**config.mk**
```make
export PLATFORM = sky130hd
export DESIGN_NAME = rv_decode_buffer_flat
export DESIGN_NICKNAME = d
export VERILOG_FILES = /design/src/rtl/rv_decode_buffer_if.sv /design/src/rtl/rv_decode_buffer.sv /design/src/flat_wrapper.sv
export SDC_FILE = /design/constraint.sdc
export NUM_CORES = 1
export LEC_CHECK = 0
export CAP_MARGIN = 20
export CORE_AREA = 2 2 177 179
export CTS_CLUSTER_DIAMETER = 80
export DETAILED_ROUTE_END_ITERATION = 6
export DIE_AREA = 0 0 179 181
export PLACE_DENSITY = 0.87
export SYNTH_ARGS = -nofsm -noshare
export SYNTH_HDL_FRONTEND = slang
export SYNTH_SLANG_ARGS = --single-unit
```
**constraint.sdc**
```tcl
create_clock -name clk -period 6.7 [get_ports clk]
set_clock_uncertainty 0.2 [all_clocks]
set_input_delay 1.34 -clock clk [delete_from_list [all_inputs] [get_ports clk]]
set_output_delay 1.34 -clock clk [all_outputs]
set_load 0.01 [all_outputs]
```
**src/rtl/rv_decode_buffer_if.sv**
```systemverilog
// rtl/rv_decode_buffer_if.sv - Write-side and read-side handshake bundle for rv_decode_buffer.
interface rv_decode_buffer_if #(
  parameter int XLEN = 32
);
  logic            in_valid;
  logic            in_ready;
  logic [31:0]     in_inst;
  logic [XLEN-1:0] in_pc;

  logic            out_valid;
  logic            out_ready;
  logic [XLEN-1:0] out_pc;
  logic [6:0]      out_opcode;
  logic [2:0]      out_format;
  logic [4:0]      out_rd;
  logic [4:0]      out_rs1;
  logic [4:0]      out_rs2;
  logic [2:0]      out_funct3;
  logic [6:0]      out_funct7;
  logic [XLEN-1:0] out_imm;
  logic            out_illegal;

  modport master (
    output in_valid, in_inst, in_pc, out_ready,
    input  in_ready, out_valid, out_pc, out_opcode, out_format, out_rd, out_rs1,
           out_rs2, out_funct3, out_funct7, out_imm, out_illegal
  );

  modport slave (
    input  in_valid, in_inst, in_pc, out_ready,
    output in_ready, out_valid, out_pc, out_opcode, out_format, out_rd, out_rs1,
           out_rs2, out_funct3, out_funct7, out_imm, out_illegal
  );
endinterface

```
**src/rtl/rv_decode_buffer.sv**
```systemverilog
// rtl/rv_decode_buffer.sv - RISC-V decode-at-write FIFO; RV_DECODE_STATS_EN adds pop counters.
module rv_decode_buffer #(
  parameter int XLEN  = 32,
  parameter int DEPTH = 4
) (
  input  logic                         clk,
  input  logic                         rst,
  input  logic                         flush,
  rv_decode_buffer_if.slave            bus,
  output logic [$clog2(DEPTH+1)-1:0]   count
`ifdef RV_DECODE_STATS_EN
  ,
  output logic [31:0]                  issued_cnt,
  output logic [15:0]                  illegal_cnt
`endif
);
  localparam int CW = $clog2(DEPTH + 1);
  localparam int PW = $clog2(DEPTH);
  localparam logic [CW-1:0] DEPTH_C = CW'(DEPTH);

  typedef enum logic [2:0] {
    FMT_R       = 3'd0,
    FMT_I       = 3'd1,
    FMT_S       = 3'd2,
    FMT_B       = 3'd3,
    FMT_U       = 3'd4,
    FMT_J       = 3'd5,
    FMT_CUSTOM0 = 3'd6,
    FMT_UNKNOWN = 3'd7
  } fmt_e;

  typedef struct packed {
    logic [XLEN-1:0] pc;
    logic [6:0]      opcode;
    logic [2:0]      fmt;
    logic [4:0]      rd;
    logic [4:0]      rs1;
    logic [4:0]      rs2;
    logic [2:0]      funct3;
    logic [6:0]      funct7;
    logic [XLEN-1:0] imm;
    logic            illegal;
  } entry_t;

  entry_t          dec;
  entry_t          head;
  entry_t          head_vis;
  entry_t          mem_q [DEPTH];
  entry_t          mem_d [DEPTH];
  logic [PW-1:0]   wptr_q, wptr_d, rptr_q, rptr_d;
  logic [CW-1:0]   count_q, count_d;
  logic            in_ready;
  logic            out_valid;
  logic            push, pop;
  fmt_e            fmt;
  logic [31:0]     inst;
  logic            upper_nz, upper_srai;

  // Shift-immediate upper field shrinks by one bit on RV64 because shamt grows to 6 bits.
  always_comb begin
    inst = bus.in_inst;
    if (XLEN == 64) begin
      upper_nz   = |inst[31:26];
      upper_srai = (inst[31:26] == 6'b010000);
    end else begin
      upper_nz   = |inst[31:25];
      upper_srai = (inst[31:25] == 7'b0100000);
    end
  end

  always_comb begin
    unique case (inst[6:0])
      7'b0110011: fmt = FMT_R;
      7'b0010011: fmt = FMT_I;
      7'b0100011: fmt = FMT_S;
      7'b1100011: fmt = FMT_B;
      7'b0010111: fmt = FMT_U;
      7'b1101111: fmt = FMT_J;
      7'b0001011: fmt = FMT_CUSTOM0;
      default:    fmt = FMT_UNKNOWN;
    endcase
  end

  always_comb begin
    dec        = '0;
    dec.pc     = bus.in_pc;
    dec.opcode = inst[6:0];
    dec.fmt    = fmt;
    dec.funct3 = inst[14:12];
    unique case (fmt)
      FMT_R: begin
        dec.rd      = inst[11:7];
        dec.rs1     = inst[19:15];
        dec.rs2     = inst[24:20];
        dec.funct7  = inst[31:25];
        dec.illegal = !((inst[31:25] == 7'b0000000) || (inst[31:25] == 7'b0100000));
      end
      FMT_I: begin
        dec.rd  = inst[11:7];
        dec.rs1 = inst[19:15];
        dec.imm = XLEN'($signed(inst[31:20]));
        if (inst[14:12] == 3'b001)
          dec.illegal = upper_nz;
        else if (inst[14:12] == 3'b101)
          dec.illegal = upper_nz && !upper_srai;
      end
      FMT_S: begin
        dec.rs1     = inst[19:15];
        dec.rs2     = inst[24:20];
        dec.imm     = XLEN'($signed({inst[31:25], inst[11:7]}));
        dec.illegal = (inst[14:12] > 3'b010);
      end
      FMT_B: begin
        dec.rs1 = inst[19:15];
        dec.rs2 = inst[24:20];
        dec.imm = XLEN'($signed({inst[31], inst[7], inst[30:25], inst[11:8], 1'b0}));
      end
      FMT_U: begin
        dec.rd     = inst[11:7];
        dec.funct3 = 3'd0;
        dec.imm    = XLEN'($signed({inst[31:12], 12'b0}));
      end
      FMT_J: begin
        dec.rd     = inst[11:7];
        dec.funct3 = 3'd0;
        dec.imm    = XLEN'($signed({inst[31], inst[19:12], inst[20], inst[30:21], 1'b0}));
      end
      FMT_CUSTOM0: begin
        dec.rd      = inst[11:7];
        dec.rs1     = inst[19:15];
        dec.rs2     = inst[24:20];
        dec.illegal = (inst[14:12] != 3'b000);
      end
      default: begin
        dec.illegal = 1'b1;
      end
    endcase
  end

  // No pass-through: a full buffer refuses a push even while popping.
  assign in_ready  = !rst && !flush && (count_q < DEPTH_C);
  assign out_valid = (count_q != '0);
  assign push      = bus.in_valid && in_ready;
  assign pop       = out_valid && bus.out_ready && !flush;
  assign head      = mem_q[rptr_q];

  always_comb begin
    mem_d   = mem_q;
    wptr_d  = wptr_q;
    rptr_d  = rptr_q;
    count_d = count_q;
    if (flush) begin
      wptr_d  = '0;
      rptr_d  = '0;
      count_d = '0;
    end else begin
      if (push) begin
        mem_d[wptr_q] = dec;
        wptr_d        = wptr_q + 1'b1;
      end
      if (pop)
        rptr_d = rptr_q + 1'b1;
      unique case ({push, pop})
        2'b10:   count_d = count_q + 1'b1;
        2'b01:   count_d = count_q - 1'b1;
        default: count_d = count_q;
      endcase
    end
  end

  always_ff @(posedge clk) begin
    if (rst) begin
      wptr_q  <= '0;
      rptr_q  <= '0;
      count_q <= '0;
    end else begin
      wptr_q  <= wptr_d;
      rptr_q  <= rptr_d;
      count_q <= count_d;
    end
  end

  always_ff @(posedge clk) begin
    mem_q <= mem_d;
  end

  // Stale storage never leaks: data outputs read zero whenever the buffer is empty.
  assign head_vis = out_valid ? head : '0;

  always_comb begin
    bus.in_ready    = in_ready;
    bus.out_valid   = out_valid;
    bus.out_pc      = head_vis.pc;
    bus.out_opcode  = head_vis.opcode;
    bus.out_format  = head_vis.fmt;
    bus.out_rd      = head_vis.rd;
    bus.out_rs1     = head_vis.rs1;
    bus.out_rs2     = head_vis.rs2;
    bus.out_funct3  = head_vis.funct3;
    bus.out_funct7  = head_vis.funct7;
    bus.out_imm     = head_vis.imm;
    bus.out_illegal = head_vis.illegal;
    count           = count_q;
  end

`ifdef RV_DECODE_STATS_EN
  logic [31:0] issued_q, issued_d;
  logic [15:0] illegal_q, illegal_d;

  always_comb begin
    issued_d  = issued_q;
    illegal_d = illegal_q;
    if (pop && (issued_q != '1))
      issued_d = issued_q + 1'b1;
    if (pop && head.illegal && (illegal_q != '1))
      illegal_d = illegal_q + 1'b1;
  end

  always_ff @(posedge clk) begin
    if (rst) begin
      issued_q  <= '0;
      illegal_q <= '0;
    end else begin
      issued_q  <= issued_d;
      illegal_q <= illegal_d;
    end
  end

  assign issued_cnt  = issued_q;
  assign illegal_cnt = illegal_q;
`endif
endmodule

```
**src/flat_wrapper.sv**
```systemverilog
// flat-port wrapper written by rule: the top's interface ports become plain ports
module rv_decode_buffer_flat 
#(
  parameter int XLEN  = 32,
  parameter int DEPTH = 4
)
  (clk, rst, flush, count, bus_in_valid, bus_in_inst, bus_in_pc, bus_out_ready, bus_in_ready, bus_out_valid, bus_out_pc, bus_out_opcode, bus_out_format, bus_out_rd, bus_out_rs1, bus_out_rs2, bus_out_funct3, bus_out_funct7, bus_out_imm, bus_out_illegal);
  rv_decode_buffer_if #(.XLEN(XLEN)) bus_i ();
  input  logic clk;
  input  logic rst;
  input  logic flush;
  output logic [$clog2(DEPTH+1)-1:0] count;
  input wire logic [$bits(bus_i.in_valid)-1:0] bus_in_valid;
  input wire logic [$bits(bus_i.in_inst)-1:0] bus_in_inst;
  input wire logic [$bits(bus_i.in_pc)-1:0] bus_in_pc;
  input wire logic [$bits(bus_i.out_ready)-1:0] bus_out_ready;
  output wire logic [$bits(bus_i.in_ready)-1:0] bus_in_ready;
  output wire logic [$bits(bus_i.out_valid)-1:0] bus_out_valid;
  output wire logic [$bits(bus_i.out_pc)-1:0] bus_out_pc;
  output wire logic [$bits(bus_i.out_opcode)-1:0] bus_out_opcode;
  output wire logic [$bits(bus_i.out_format)-1:0] bus_out_format;
  output wire logic [$bits(bus_i.out_rd)-1:0] bus_out_rd;
  output wire logic [$bits(bus_i.out_rs1)-1:0] bus_out_rs1;
  output wire logic [$bits(bus_i.out_rs2)-1:0] bus_out_rs2;
  output wire logic [$bits(bus_i.out_funct3)-1:0] bus_out_funct3;
  output wire logic [$bits(bus_i.out_funct7)-1:0] bus_out_funct7;
  output wire logic [$bits(bus_i.out_imm)-1:0] bus_out_imm;
  output wire logic [$bits(bus_i.out_illegal)-1:0] bus_out_illegal;
  assign bus_i.in_valid = bus_in_valid;
  assign bus_i.in_inst = bus_in_inst;
  assign bus_i.in_pc = bus_in_pc;
  assign bus_i.out_ready = bus_out_ready;
  assign bus_in_ready = bus_i.in_ready;
  assign bus_out_valid = bus_i.out_valid;
  assign bus_out_pc = bus_i.out_pc;
  assign bus_out_opcode = bus_i.out_opcode;
  assign bus_out_format = bus_i.out_format;
  assign bus_out_rd = bus_i.out_rd;
  assign bus_out_rs1 = bus_i.out_rs1;
  assign bus_out_rs2 = bus_i.out_rs2;
  assign bus_out_funct3 = bus_i.out_funct3;
  assign bus_out_funct7 = bus_i.out_funct7;
  assign bus_out_imm = bus_i.out_imm;
  assign bus_out_illegal = bus_i.out_illegal;
  rv_decode_buffer #(.XLEN(XLEN), .DEPTH(DEPTH)) u_core (.clk(clk), .rst(rst), .flush(flush), .bus(bus_i), .count(count));
endmodule
```
==> results.cfg <==
[cells_and_area]
fillers = 1992
drive_gt1_share_pct = 19.5
area_delta_synth_final_pct = 20.5
fin_nets = 1076
final_area_sq_um = 19900
final_util_pct = 65.6
layoutNonFillerInstCount = 1422
num_antenna_cells = 0

[floorplanning]
die_area_sq_um = 32400
core-area_sq_um = 30300
rows = 64
start_util_pct = 54.4
ios = 174
die_w_um = 179
die-height_um = 181

[worst_setup_path]
arrival_ns = 3.09
reg2reg_depth = 9
worstPathMaxFanout = 57
worstSetupStartpointType = register
worstSetupEndpointType = primary output
cp_cell_sequence = or3_2 -> buf_4 -> and2_1 -> clkdlybuf4s50_1
worst-endpoint-required_ns = 5.16
crit_type = register to primary output
slowest_stage = or3_2
critPathMaxStageDelay_ns = 0.65

[power_and_ir_drop]
switchingPower_uw = 983
peakVddDrop_mv = 0.190
power_density_nw_per_um2 = 260
power_mw = 5.17
power_frac_comb_pct = 3.9
p_sw_share_pct = 19.0
leakage_nw = 6.05
p_seq_share_pct = 54.4
pwr-share-clk_pct = 41.7
internal_power_mw = 4.19

[sta]
finalHoldViolations = 0
max_freq_mhz = 216
tns_ns = 0
slew_violations = 0
tightest_slew_ns = 0.946
slew_headroom_pct = 36.8
fin_ws_ns = 2.07
setup_viol = 0
holdWs_ns = 0.361
rsz0062_at_grt = false
finalCriticalPeriod_ns = 4.63
min_period_over_period_pct = 69.1

[run_status]
status = finished clean

[synthesis]
yosys_warnings = 0
synth_ff_type = edfxtp_1
synth_seq_cells = 407
syn-instance-count = 814
synth_top_area_share_pct = 72.7
synth_nets = 889
syn_avg_cell_area_sq_um = 20.3
synth_most_common_cell = edfxtp_1
synth_top_area_cell = edfxtp_1
syn_area_sq_um = 16500
synth.area.top_cells = edfxtp_1 (73%), mux4_2 (14%), and2_1 (4.8%)
yosysUniqueCellTypes = 60
ys_async_sr_fraction_pct = 0
yosysSeqAreaShare_pct = 73.6
synth-edff-count = 400
synth_commonest_cells = edfxtp_1 (400), and2_1 (128), mux4_2 (100), a21o_1 (19), clkbuf_1 (18)

[clock_network]
cts_setup_buffers = 0
cts_sinks = 407
clockBufferDepth = 3
cts_made_buffers = 41
clk_pin_slew_ns = 0.06
clock_latency_ns = 0.52
root_buffer = clkbuf_16
cts_tree = built
ctsHoldBuffers = 0
htreeDepth = 2
cts_resized = 0

[run]
max-cap-violations = 0

[route]
routed_wl_um = 33500
avgViaCountPerCell = 5.87
dr_total_vias = 8349
initialDrtViolationCount = 778
first_pass_iters = 5
ant_nets = 0
drc = 0
wl_per_cell_um = 23.6

[placed_design]
gp_congestion = 0.767
place_area_sq_um = 18600
pre_cts_ws_ns = 2.18
io_buffers = 173
hpwl_um = 20300
dpl.cell_count = 1353

[global_route]
antenna_found_initial = 0
grt_util_all_layers_pct = 21.0
grt_first_pass_wirelength_um = 51000
grt_pass1_vias = 8704
grt_overflow = 0
grt_max_degree = 58

[min_path]
hp-class = register to register
worstHoldPathCells = 2
-- worst max-delay path, delay by kind of cell, from the launching register on --
kind          cells  cell delay (ns)
buf+inv           2             1.12
simple gates      2             0.94
flops             1             0.47
-- state kept, by name, indices dropped and copies added (netlist names) --
name           cells
u_core.mem_q     400
u_core.wptr_q      2
u_core.rptr_q      2
u_core.count       3
-- logic make-up after synthesis --
| logic type | share of synthesized area (%) |
|---|---|
| AOI/OAI and AO/OA | 2.58 |
| adders and majority gates | 0.500 |
| and+or+nand+nor | 7.56 |
| DFF | 73.6 |
| buffers and inverters | 1.85 |
| xor gates and xnor gates | 0.265 |
| muxes | 13.7 |
-- path summary, 6_finish.rpt --
path | startpoint | end | slack, ns
worst max-delay path | u_core.count[2] | bus_out_illegal | 2.07
worst min-delay path | u_core.count[1] | u_core.count[1] | 0.36
worst max register to register | u_core.count[2] | u_core.count[2] | 3.18
worst min register to register | u_core.count[1] | u_core.count[1] | 0.36
-- placed cells by master (no fill, tap or decap), types with 3 or more instances in the layout --
cell type and n:
edfxtp_1 400, clkdlybuf4s50_1 173, and2_1 124, mux4_2 100, clkbuf_16 43, a21o_1 19, nor2_1 13, buf_4 12
nand2_1 10, clkbuf_1 10, inv_1 9, nor3b_2 7, clkinv_1 7, a21oi_1 6, nor2b_1 5, ha_1 5
dfxtp_1 5, and2_4 4, a22o_1 4, a211oi_2 3, xnor2_1 3, bufinv_16 3
-- cell type report --
| type | instances | area (sq um) | share of cell area, % |
|---|---|---|---|
| clock buffer | 53 | 1110 | 5.60 |
| clock inverter | 15 | 150 | 0.754 |
| inverter | 10 | 37.5 | 0.189 |
| multi-input combinational | 354 | 4080 | 20.5 |
| sequential | 407 | 12200 | 61.1 |
| tap | 396 | 495 | 2.49 |
| timing repair buffer | 187 | 1870 | 9.39 |
-- per-layer routing --
metal	GRT usage [%]	up-vias	share of wire, %
met1	29.7	4288	41
li1	-	3626	-
met5	0	-	0
met3	4.46	56	8.1
met4	5.53	0	2.1
met2	33.8	379	49
-- power by group through the flow --
stage	Clock, mW	Sequential, mW	Combinational [mW]
final	2.16	2.81	0.201
after global routing	2.30	2.81	0.215
after CTS	2.20	2.81	0.201
after detailed placement	0	2.87	0.199
after global placement	0	2.86	0.195
after floorplan	0	2.87	0.0889
Power figures use the tool's default switching activity.
